==> config.mk <==
export PLATFORM = sky130hd
export DESIGN_NAME = pos_tag_readout
export DESIGN_NICKNAME = d
export VERILOG_FILES = /design/src/rtl/pos_tag_readout_pkg.sv /design/src/rtl/pos_tag_readout.sv
export SDC_FILE = /design/constraint.sdc
export NUM_CORES = 1
export LEC_CHECK = 0
export CORE_MARGIN = 3
export CORE_UTILIZATION = 41
export CTS_CLUSTER_DIAMETER = 30
export CTS_CLUSTER_SIZE = 28
export DETAILED_ROUTE_END_ITERATION = 12
export GPL_TIMING_DRIVEN = 1
export MAX_ROUTING_LAYER = met4
export PLACE_DENSITY = 0.75
export SLEW_MARGIN = 25
export SYNTH_ARGS = -nofsm -noshare
export SYNTH_HDL_FRONTEND = slang
export SYNTH_SLANG_ARGS = --single-unit
==> constraint.sdc <==
create_clock -name clk -period 1.53 [get_ports clk]
set_input_delay 0.306 -clock clk [delete_from_list [all_inputs] [get_ports clk]]
set_output_delay 0.306 -clock clk [all_outputs]
set_load 0.05 [all_outputs]
==> src/rtl/pos_tag_readout_pkg.sv <==
// Shared definitions for the POS tag readout block and the Viterbi datapath.
// Holds the default tag/index widths and the readout FSM state encoding.
// No logic lives here; everything is consumed through import.
package pos_tag_readout_pkg;

   // Widths shared with the datapath's Stack_POS and word counters.
   localparam int pos_num_bit_default  = 4;
   localparam int word_num_default     = 16;
   localparam int word_num_bit_default = 4;

   // Readout FSM encoding.
   typedef enum logic [2:0] {
      IDLE = 3'd0,
      POP  = 3'd1,
      CAPT = 3'd2,
      SEND = 3'd3,
      FIN  = 3'd4
   } readout_state_t;

endpackage

==> src/rtl/pos_tag_readout.sv <==
// Purpose: drains the traceback stack, streaming (word index, POS) pairs downstream.
// Latency: start->first pop 1 cycle, pop->tag_valid 2 cycles, one tag per 3 cycles.
// Backpressure: tag_valid holds index/pos/last stable until tag_ready; no pop meanwhile.
//
// Ports:
//   clk, reset          rising-edge clock, synchronous active-high reset
//   start, word_count   kick-off pulse and sentence length (sampled on start)
//   final_POS           stack read data, valid the cycle after pop
//   stack_empty         stack has no entries
//   pop                 one-cycle stack read strobe
//   tag_valid/ready     output handshake for tag_index, tag_pos, tag_last
//   busy                readout in progress (any state but IDLE)
//   complete            one-cycle pulse at the end of every sequence
//   error               sticky: stack ran dry or held residual entries
module pos_tag_readout
   import pos_tag_readout_pkg::*;
#(
   parameter int POS_num_bit  = pos_num_bit_default,
   parameter int word_num     = word_num_default,
   parameter int word_num_bit = word_num_bit_default
)(
   input  logic                    clk,
   input  logic                    reset,
   input  logic                    start,
   input  logic [word_num_bit-1:0] word_count,
   input  logic [POS_num_bit-1:0]  final_POS,
   input  logic                    stack_empty,
   output logic                    pop,
   output logic                    tag_valid,
   input  logic                    tag_ready,
   output logic [word_num_bit-1:0] tag_index,
   output logic [POS_num_bit-1:0]  tag_pos,
   output logic                    tag_last,
   output logic                    busy,
   output logic                    complete,
   output logic                    error
);

   // The index register must be able to address the last word of a
   // maximum-length sentence.
   if (word_num > (1 << word_num_bit)) begin : g_word_num_check
      $error("pos_tag_readout: word_num exceeds the range of word_num_bit");
   end

   readout_state_t state_r;
   readout_state_t state_nxt;

   logic [word_num_bit-1:0] cnt_r;

   // Next-state and strobe outputs. pop/tag_valid/complete are decoded
   // straight from the state so they drop the cycle the state moves on.
   always_comb begin
      state_nxt = state_r;
      pop       = 1'b0;
      tag_valid = 1'b0;
      complete  = 1'b0;
      busy      = (state_r != IDLE);
      case (state_r)
         IDLE: begin
            if (start) begin
               state_nxt = (word_count != '0) ? POP : FIN;
            end
         end
         POP: begin
            // An empty stack here means traceback produced fewer tags
            // than the sentence length; abandon without popping.
            if (stack_empty) begin
               state_nxt = FIN;
            end else begin
               pop       = 1'b1;
               state_nxt = CAPT;
            end
         end
         CAPT: begin
            state_nxt = SEND;
         end
         SEND: begin
            tag_valid = 1'b1;
            if (tag_ready) begin
               state_nxt = tag_last ? FIN : POP;
            end
         end
         FIN: begin
            complete  = 1'b1;
            state_nxt = IDLE;
         end
         default: begin
            state_nxt = IDLE;
         end
      endcase
   end

   always_ff @(posedge clk) begin
      if (reset) begin
         state_r   <= IDLE;
         cnt_r     <= '0;
         tag_index <= '0;
         tag_pos   <= '0;
         tag_last  <= 1'b0;
         error     <= 1'b0;
      end else begin
         state_r <= state_nxt;
         case (state_r)
            IDLE: begin
               if (start) begin
                  error <= 1'b0;
                  if (word_count != '0) begin
                     cnt_r     <= word_count;
                     tag_index <= '0;
                  end
               end
            end
            POP: begin
               if (stack_empty) begin
                  error <= 1'b1;
               end
            end
            CAPT: begin
               // final_POS carries the word popped in the previous cycle.
               tag_pos  <= final_POS;
               tag_last <= (tag_index == (cnt_r - word_num_bit'(1)));
            end
            SEND: begin
               // The index stops on the last word, so it can never wrap.
               if (tag_ready && !tag_last) begin
                  tag_index <= tag_index + word_num_bit'(1);
               end
            end
            FIN: begin
               // Only a clean finish is checked for leftovers; an underflow
               // has already flagged the error.
               if (!error && !stack_empty) begin
                  error <= 1'b1;
               end
            end
            default: begin
            end
         endcase
      end
   end

endmodule

==> results.md, run 1 <==
* Failing checks: negative setup slack
* Worst Setup End Kind: output port
* Yosys reg bits at 17
* Number of port buffers at 26
* Nets at 155
* Gp weighted congestion at 0.881
* CP Launch Type: flip-flop
* WL final at 2430 um
* Hold Vio Cnt, Final at 0
* Die ar. at 2740 um^2
* Post-synth EDFFs at 0
* Setup Skew at 4.59 ps
* Initial DRC count at 8
* I/O Pins at 27
* Largest net degree at the start of global routing at 15
* Clock Path Buffers at 2
* Leak Pwr at 0.636 nW
* CTS root buf: clkbuf_4
* WL per Instance at 14.7 um
* Slew Viols, Final at 0
* Slew headroom at 74.0%
* H-tree Lvls at 1
* Layout cells sized above 1 at 36.7%
* Final Cycle Share at 102%
* Max Cap Viol at 0
* Fin area at 1520 um^2
* Peak supply drop at 721 uV
* CP required at 1220 ps
* DRT met1 WL at 1000 um
* Cells after synthesis at 96
* Core area at 2000 um^2
* Vias at 865
* Initial antenna violation count at 0
* Slowest cell delay on critical path at 340 ps
* Dpl hpwl at 1690 um
* Place WS at -334 ps
* Ys Warns at 0
* Yosys cell types at 30
* Final setup vio count at 6
* Die Wd at 52.4 um
* CP Cell Sequence: buf_6 > nor4b_4 > buf_12
* Syn nets at 111
* Syn avg cell area at 9.18 um^2
* Num CTS Buffers at 3
* Via/cell ratio at 5.21
* Die height at 52.4 um
* CTS clock-pin slew for the worst setup and hold paths at 100 ps
* Initial DRT Pass Iterations at 4
* Area grow syn2layout at 72.7%
* Hold-fix buffers, CTS at 0
* FMAX at 638 MHz
* Power Density at 779 nW/um^2
* Worst Path Arrival at 1260 ps
* Final ANT Viol Nets at 0
* First-pass GRT wire length at 3680 um
* Final min period at 1570 ps
* Crit-path max FO at 7
* Type of the worst min-delay path: input pin to flip-flop
* CTS Sinks at 17
* Top sig layer: met4
* Synth async-reset ratio at 0%
* Clk_lat worst skew at 280 ps
* Total congestion overflow at 0
* Gr usage total at 18.0%
* # diodes at 0
* DR WL met3 at 96 um
* Sequential area share after synthesis at 38.6%
* Status: finished, violations left
* Worst-Margin Slew at 389 ps
* RSZ-0062 raised after global routing: yes
* Number of global-route vias before repair at 874
* Min setup slack post-route at -37.5 ps
* Mapped cell area at 881 um^2
* Initial core utilization at 44.0%
* Placed Instance Area at 1370 um^2
* Hold Slack at 312 ps
* CP max-delay cell: dfxtp_2
* Top_reg_cell synth: dfxtp_1
* # DRC at 0
* Crit Path Class: flip-flop to output port
* FP Rows at 16
* Met2 WL post-DR at 1300 um
* TritonCTS clock tree: yes
-- where the power goes --
part / internal [W] / switching [W]
Sequential: 0.000470 / 0.0000244
Clock: 0.000101 / 0.000136
Combinational: 0.000229 / 0.000224
-- layout make-up --
| type | count | area (um^2) |
|---|---|---|
| sequential | 17 | 344 |
| tap | 27 | 33.8 |
| fill | 148 | 480 |
| timing repair buffer | 44 | 542 |
| inverter | 5 | 21.3 |
| multi-input combinational | 69 | 554 |
| clock buffer | 4 | 26.3 |
-- layer usage --
layer | vias up | GRT usage (%)
met5 | - | -
met4 | 0 | 7.66
met3 | 6 | 2.28
met2 | 20 | 31.4
met1 | 415 | 20.4
li1 | 424 | -
-- worst max-delay path: cells and delay by family (launching register included) --
family                 cells  cell delay [ps]
buffers and inverters      2              320
flip-flops                 1              340
AND/OR/NAND/NOR            1              320
-- flip-flops by register name (all words and copies together) (netlist names) --
name and count:
cnt_r 4, tag_last 1, tag_index 4, tag_pos 4
state_r 3, error 1
-- layout by cell type, fill, tap and decap left out, drive strengths merged --
cell type / count
ha: 2
a31oi: 1
nand3b: 1
dfxtp: 17
nor4b: 1
o21ai: 4
a31o: 1
and3: 1
xor2: 4
nor4: 1
buf: 32
dlymetal6s2s: 3
a21oi: 1
or3: 1
nand2: 4
a311oi: 1
or4: 1
a22oi: 1
nor3b: 5
and4bb: 1
xnor2: 5
clkbuf: 4
clkdlybuf4s50: 9
nor2: 11
mux2i: 10
nor3: 9
nand3: 2
nor4bb: 1
inv: 5
-- what timing repair did --
item,CTS,global route
gates resized for setup,7,10
pin swaps,4,4
setup buffers,3,6
endpoints found under the setup margin,8,12
-- cell usage after synthesis (2+ instances only) --
master     n  area share, %
xor2_1     4            4.0
inv_1      5            2.1
buf_1      2           0.85
nand2_1    4            1.7
nand3_1    2            1.1
xnor2_1    5            5.0
clkbuf_1   2           0.85
o21ai_0    4            2.3
nor3_1     8            4.5
nor3b_1    4            3.4
nor2_1    11            4.7
dfxtp_1   17             39
mux2i_1   10             11
ha_1       2            2.8
-- metrics by stage --
stage	total power (W)	setup TNS (ps)	utilization (%)	cells
CTS	0.00115	-233	71.7	160
detailed placement	0.000896	-2830	68.3	153
floorplan	0.000741	-685	-	96
finish	0.00118	-97.7	76.0	166
global placement	0.000884	-2270	68.3	153
global route	0.00124	-577	76.0	166
-- cells by family after synthesis --
kind of cell / synth area share (%)
flops: 38.6
compound gates: 6.39
xor+xnor: 8.95
fa+ha+maj: 2.84
mux: 11.4
simple gates: 26.7
buf+inv: 5.11
-- path summary, 6_finish.rpt --
kind	cells past startpoint	endpoint	slack, ps	startpoint
worst max-delay path	3	pop	-40	state_r[2]$_SDFFE_PP0P_
worst min register to register	2	cnt_r[3]$_SDFFE_PP0P_	550	cnt_r[3]$_SDFFE_PP0P_
worst min-delay path	3	cnt_r[1]$_SDFFE_PP0P_	310	word_count[1]
worst max register to register	4	cnt_r[0]$_SDFFE_PP0P_	-10	state_r[2]$_SDFFE_PP0P_
(Power assumes the default switching activity.)
==> run 2: changes to the inputs <==
Settings changed: PLACE_DENSITY 0.75 to 0.84.
==> run 2 against run 1 <==
Net effect:
- cell count up 1.8%
- utilization increased by 1.8 points
- the flow still finishes with violations (negative setup slack)
- cell area grew 2.4%
- critical path type unchanged
- via count rose by 2.2%
- flip-flop and latch count unchanged
- clock skew down 4.0 ps
- sequential power hardly changed
==> results.md, run 2 (synthesis gave the netlist of run 1 again) <==
* Initial DRC count at 15 (+7)
* Slew Viols, Final at 0 (unchanged)
* Fin util at 77.8% (+1.8 points)
* Die Wd at 52.4 um (unchanged)
* FMAX at 638 MHz (about the same)
* Via/cell ratio at 5.23 (+0.38%)
* Slowest cell delay on critical path at 330 ps (about the same)
* Peak supply drop at 618 uV (-14%)
* Gr usage total at 19.4% (+1.4 points)
* WL per Instance at 15.1 um (+3.1%)
* I/O Pins at 27 (unchanged)
* CP max-delay cell: dfxtp_2
* Die ar. at 2740 um^2 (unchanged)
* Max Cap Viol at 0 (unchanged)
* Most frequent cells in the layout: buf_4 (17), dfxtp_1 (14), buf_12 (13)
* TritonCTS clock tree: yes
* Worst Path Arrival at 1260 ps (about the same)
* Final setup vio count at 2 (-4)
* Largest net degree at the start of global routing at 15 (unchanged)
* Slew headroom at 81.0% (+7.0 points)
* Die height at 52.4 um (unchanged)
* FP Rows at 16 (unchanged)
* Initial core utilization at 44.0% (unchanged)
* # DRC at 0 (unchanged)
* Vias at 884 (+2.2%)
* Worst Setup End Kind: output port
* Core area at 2000 um^2 (unchanged)
* CP required at 1220 ps (about the same)
* Sw Ratio at 32.6% (+0.15 points)
* Fin Setup TNS at -41.3 ps (+56.4 ps)
* Switching power at 0.000397 W (+3.0%)
* First-pass GRT wire length at 3750 um (+1.9%)
* Final min period at 1570 ps (+0.999 ps)
* Total congestion overflow at 0 (unchanged)
* Leak Pwr at 0.654 nW (+2.9%)
* Worst path top cell family by delay: flip-flops
* Power Density at 780 nW/um^2 (+0.18%)
* RSZ-0062 raised after global routing: yes
* Failing checks: negative setup slack
* CTS root buf: clkbuf_4
* Crit Path Class: flip-flop to output port
* Num CTS Buffers at 3 (unchanged)
* # diodes at 0 (unchanged)
* Total power at 0.00122 W (+2.6%)
* WL final at 2550 um (+4.9%)
* Final ANT Viol Nets at 0 (unchanged)
* CTS Sinks at 17 (unchanged)
* Nets at 158 (+1.9%)
* Seq pwr share at 40.5% (-1.2 points)
* Min setup slack post-route at -38.5 ps (-0.999 ps)
* Number of port buffers at 26 (unchanged)
* Worst Setup SP: state_r[1]$_SDFFE_PP0P_
* H-tree Lvls at 1 (unchanged)
* Internal at 0.000819 W (+2.3%)
* Clk_lat worst skew at 290 ps (about the same)
* Hold Vio Cnt, Final at 0 (unchanged)
* Comb pwr share at 39.6% (+1.4 points)
* Initial antenna violation count at 0 (unchanged)
* Hold Slack at 289 ps (-22.7 ps)
* Layout cells sized above 1 at 38.7% (+2.0 points)
* Gp weighted congestion at 0.901 (+2.3%)
* CTS clock-pin slew for the worst setup and hold paths at 90 ps (about the same)
* Most common cell after layout, fill and taps aside: buf_4
* Initial DRT Pass Iterations at 4 (unchanged)
* Status: finished, violations left
* FF-to-FF Start: state_r[0]$_SDFFE_PP0P_
* Clock share of power at 19.8% (-0.2 points)
* Dpl hpwl at 1760 um (+4.2%)
* Worst-Margin Slew at 282 ps (-107 ps)
* Crit-path max FO at 5 (-2)
* Number of global-route vias before repair at 789 (-9.7%)
* Clock Path Buffers at 2 (unchanged)
* CP Launch Type: flip-flop
* Bufs and invs on worst path at 2 (unchanged)
* Final Cycle Share at 103% (about the same)
* CP Cell Sequence: buf_6 > nor4b_4 > buf_12
* Area grow syn2layout at 76.8%
* Type of the worst min-delay path: input pin to flip-flop
* Hold Startpoint: word_count[3]
* Setup Skew at 0.620 ps (-3.96 ps)
* Top flop regs: cnt_r: 4 flops, tag_index: 4 flops, tag_pos: 4 flops
-- run 2: final timing paths --
kind | end | cells after the start | slack (ps)
max reg2reg | cnt_r[1]$_SDFFE_PP0P_ | 5 | 70
max | pop | 3 | -40
min reg2reg | cnt_r[3]$_SDFFE_PP0P_ | 2 | 520
min | cnt_r[3]$_SDFFE_PP0P_ | 3 | 290
-- run 2: area by class of cell --
type	instances	area, um^2
Inverter	5	21.3
Timing Repair Buffer	47	572
Fill cell	121	444
Tap cell	27	33.8
Clock buffer	4	26.3
Multi-Input combinational cell	69	561
Sequential cell	17	344
-- run 2: per-layer routing --
metal | vias to the layer above | global-route usage, % | wire [um]
li1 | 430 | - | -
met1 | 421 | 22.7 | 1040
met2 | 28 | 33.3 | 1360
met3 | 5 | 3.42 | 104
met4 | 0 | 6.38 | 52
met5 | - | - | 0
-- run 2: what timing repair did --
item	CTS	global route
setup buffers	3	6
hold buffers	0	0
endpoints found under the setup margin	9	11
gates resized for setup	6	16
gates cloned	0	1
pin swaps	4	5
-- run 2: metrics by stage --
step / std cells / setup slack [ps] / area, um^2
4_1_cts: 162 / -59.7 / 1450
5_1_grt: 169 / -77.4 / 1560
3_3_place_gp: 155 / -259 / 1380
3_5_place_dp: 155 / -349 / 1380
2_1_floorplan: 96 / -296 / 905
6_report: 169 / -38.5 / 1560
-- run 2: worst min-delay path: cells and delay by family --
family	cells	cell delay, ps
buffers and inverters	1	100
muxes	1	80
and+or+nand+nor	1	70
-- run 2: power by group through the flow --
| stage | Clock (W) | Combinational (W) | Sequential [W] |
|---|---|---|---|
| after floorplan | 0 | 0.000217 | 0.000524 |
| after global routing | 0.000264 | 0.000511 | 0.000496 |
| final | 0.000241 | 0.000482 | 0.000492 |
| after detailed placement | 0 | 0.000402 | 0.000499 |
| after CTS | 0.000247 | 0.000421 | 0.000490 |
| after global placement | 0 | 0.000389 | 0.000497 |
==> run 3: changes to the inputs <==
Settings changed: ABC_CLOCK_PERIOD_IN_PS from default to 1530, CORE_MARGIN 3 to default.
==> run 3 against run 2 <==
Net effect:
- clock skew rose by 6.4 ps
- worst hold slack worse by 3.8 ps
- critical endpoint unchanged
- largest cell class is now multi-input gates
- die area shrank 15%
- non-clock buffer count fell by 3
- first-iteration DRC count up 27%
- the flow still finishes with violations (negative setup slack)
- cell area decreased by 0.88%
- worst setup slack worse by 28 ps
- critical path type unchanged
==> results.md, run 3 (synthesis gave the netlist of run 1 again) <==
* Most frequent cells in the layout: dfxtp_1 (15), buf_4 (14), buf_12 (13)
* CTS clock-pin slew for the worst setup and hold paths at 100 ps (about the same)
* RSZ-0062 raised after global routing: yes
* # DRC at 0 (unchanged)
* Worst path top cell family by delay: flip-flops
* Placed Instance Area at 1370 um^2 (-1.1%)
* Hold Vio Cnt, Final at 0 (unchanged)
* Die ar. at 2340 um^2 (-15%)
* WL per Instance at 14.4 um (-4.6%)
* Fin util at 77.9% (+0.091 points)
* Power Density at 789 nW/um^2 (+1.2%)
* Crit-path max FO at 6 (+1)
* Layout cells sized above 1 at 38.1% (-0.60 points)
* CP Launch Type: flip-flop
* Place WS at -333 ps (+16.0 ps)
* Leak Pwr at 0.639 nW (-2.3%)
* Via/cell ratio at 5.23 (about the same)
* Initial core utilization at 44.4% (+0.44 points)
* Largest net degree at the start of global routing at 11 (-4)
* Seq pwr share at 40.4% (about the same)
* Initial DRT Pass Iterations at 4 (unchanged)
* Final Cycle Share at 104% (+1.8 points)
* Nets at 155 (-1.9%)
* Failing checks: negative setup slack
* Clock share of power at 20.0% (+0.2 points)
* Core area at 1980 um^2 (-1.0%)
* Bufs and invs on worst path at 2 (unchanged)
* Worst Setup End Kind: output port
* CP Cell Sequence: buf_6 > nor4b_4 > buf_12
* Area grow syn2layout at 75.3%
* Number of global-route vias before repair at 903 (+14%)
* Initial DRC count at 19 (+4)
* CTS Sinks at 17 (unchanged)
* Gr usage total at 22.4% (+3.0 points)
* Slew headroom at 76.0% (-5.0 points)
* Fin Setup TNS at -160 ps (-119 ps)
* Max Cap Viol at 0 (unchanged)
* H-tree Lvls at 1 (unchanged)
* Type of the worst min-delay path: input pin to flip-flop
* Die Wd at 48.4 um (-7.6%)
* Num CTS Buffers at 3 (unchanged)
* TritonCTS clock tree: yes
* Final min period at 1600 ps (+28.0 ps)
* Final setup vio count at 3 (+1)
* Status: finished, violations left
* Die height at 48.4 um (-7.6%)
* Setup Skew at 7.02 ps (+6.40 ps)
* Internal at 0.000815 W (-0.39%)
* Switching power at 0.000403 W (+1.7%)
* Final ANT Viol Nets at 0 (unchanged)
* Number of port buffers at 26 (unchanged)
* I/O Pins at 27 (unchanged)
* FP Rows at 16 (unchanged)
* Crit Path Class: flip-flop to output port
* Gp weighted congestion at 0.831 (-7.8%)
* WL final at 2390 um (-6.3%)
* Fin area at 1540 um^2 (-0.88%)
* Most common cell after layout, fill and taps aside: dfxtp_1
* Min setup slack post-route at -66.5 ps (-28.0 ps)
* Comb pwr share at 39.6% (about the same)
* Slowest cell delay on critical path at 350 ps (+20 ps)
* FMAX at 626 MHz (-1.8%)
* First-pass GRT wire length at 3900 um (+3.9%)
* Top flop regs: cnt_r: 4 flops, tag_index: 4 flops, tag_pos: 4 flops
* Slew Viols, Final at 0 (unchanged)
* Hold Slack at 286 ps (-3.82 ps)
* Worst Path Arrival at 1290 ps (+30 ps)
* Sw Ratio at 33.1% (+0.47 points)
* # diodes at 0 (unchanged)
* Clk_lat worst skew at 300 ps (about the same)
* Vias at 868 (-1.8%)
* CTS root buf: clkbuf_4
* CP required at 1220 ps (about the same)
* Clock Path Buffers at 2 (unchanged)
* Dpl hpwl at 1630 um (-7.8%)
* Initial antenna violation count at 0 (unchanged)
* CP max-delay cell: dfxtp_2
* Hold-fix buffers, CTS at 0 (unchanged)
* Total congestion overflow at 0 (unchanged)
* Worst-Margin Slew at 357 ps (+74.5 ps)
* Peak supply drop at 713 uV (+15%)
## run 3: changes by cell type in the layout (fill, tap and decap cells not counted), sizes merged
cell    before  now
clkbuf       4    3
buf         35   32
clkinv       0    1
## run 3: power groups by stage
stage / clock network (W) / registers, W / logic [W]
floorplan: 0 / 0.000524 / 0.000217
global placement: 0 / 0.000497 / 0.000400
detailed placement: 0 / 0.000500 / 0.000411
CTS: 0.000250 / 0.000492 / 0.000453
global route: 0.000273 / 0.000495 / 0.000514
finish: 0.000244 / 0.000492 / 0.000483
## run 3: per-stage QoR
stage | cells | total power [W]
2_1_floorplan | 96 | 0.000741
6_report | 166 | 0.00122
4_1_cts | 164 | 0.00119
3_3_place_gp | 153 | 0.000897
3_5_place_dp | 153 | 0.000911
5_1_grt | 166 | 0.00128
## run 3: timing repair
| item | CTS | global route |
|---|---|---|
| setup buffers | 7 | 2 |
| pin swaps | 3 | 6 |
| resized for setup | 8 | 13 |
| endpoints found under the setup margin | 8 | 13 |
## run 3: path summary, 6_finish.rpt
| check | from | to | slack [ps] | cells after the start |
|---|---|---|---|---|
| max reg2reg | state_r[1]$_SDFFE_PP0P_ | tag_index[3]$_SDFFE_PP0P_ | 20 | 7 |
| min reg2reg | cnt_r[3]$_SDFFE_PP0P_ | cnt_r[3]$_SDFFE_PP0P_ | 530 | 2 |
| min | word_count[3] | cnt_r[3]$_SDFFE_PP0P_ | 290 | 3 |
| max | state_r[2]$_SDFFE_PP0P_ | pop | -70 | 3 |
## run 3: routing by layer
metal	global-route usage (%)	routed length, um	part of all wire [%]	vias to the layer above
met3	5.03	100	4.2	5
li1	-	-	-	424
met5	-	0	0	-
met4	13.7	38	1.6	0
met1	23.8	958	40	414
met2	37.8	1300	54	25
## run 3: worst reg2reg max path, cell delays in order (launching register included)
cell	delay, ps
dfxtp_2	350
buf_6	110
buf_4	140
buf_6	120
and4bb_2	280
nand3_2	100
xor2_1	150
nor3_1	180
## run 3: cell type report
type	instances	area [um^2]
inverter	5	18.8
tap	27	33.8
multi-input combinational	69	569
timing repair buffer	44	552
fill	124	438
clock buffer	3	22.5
sequential	17	343
clock inverter	1	5.00
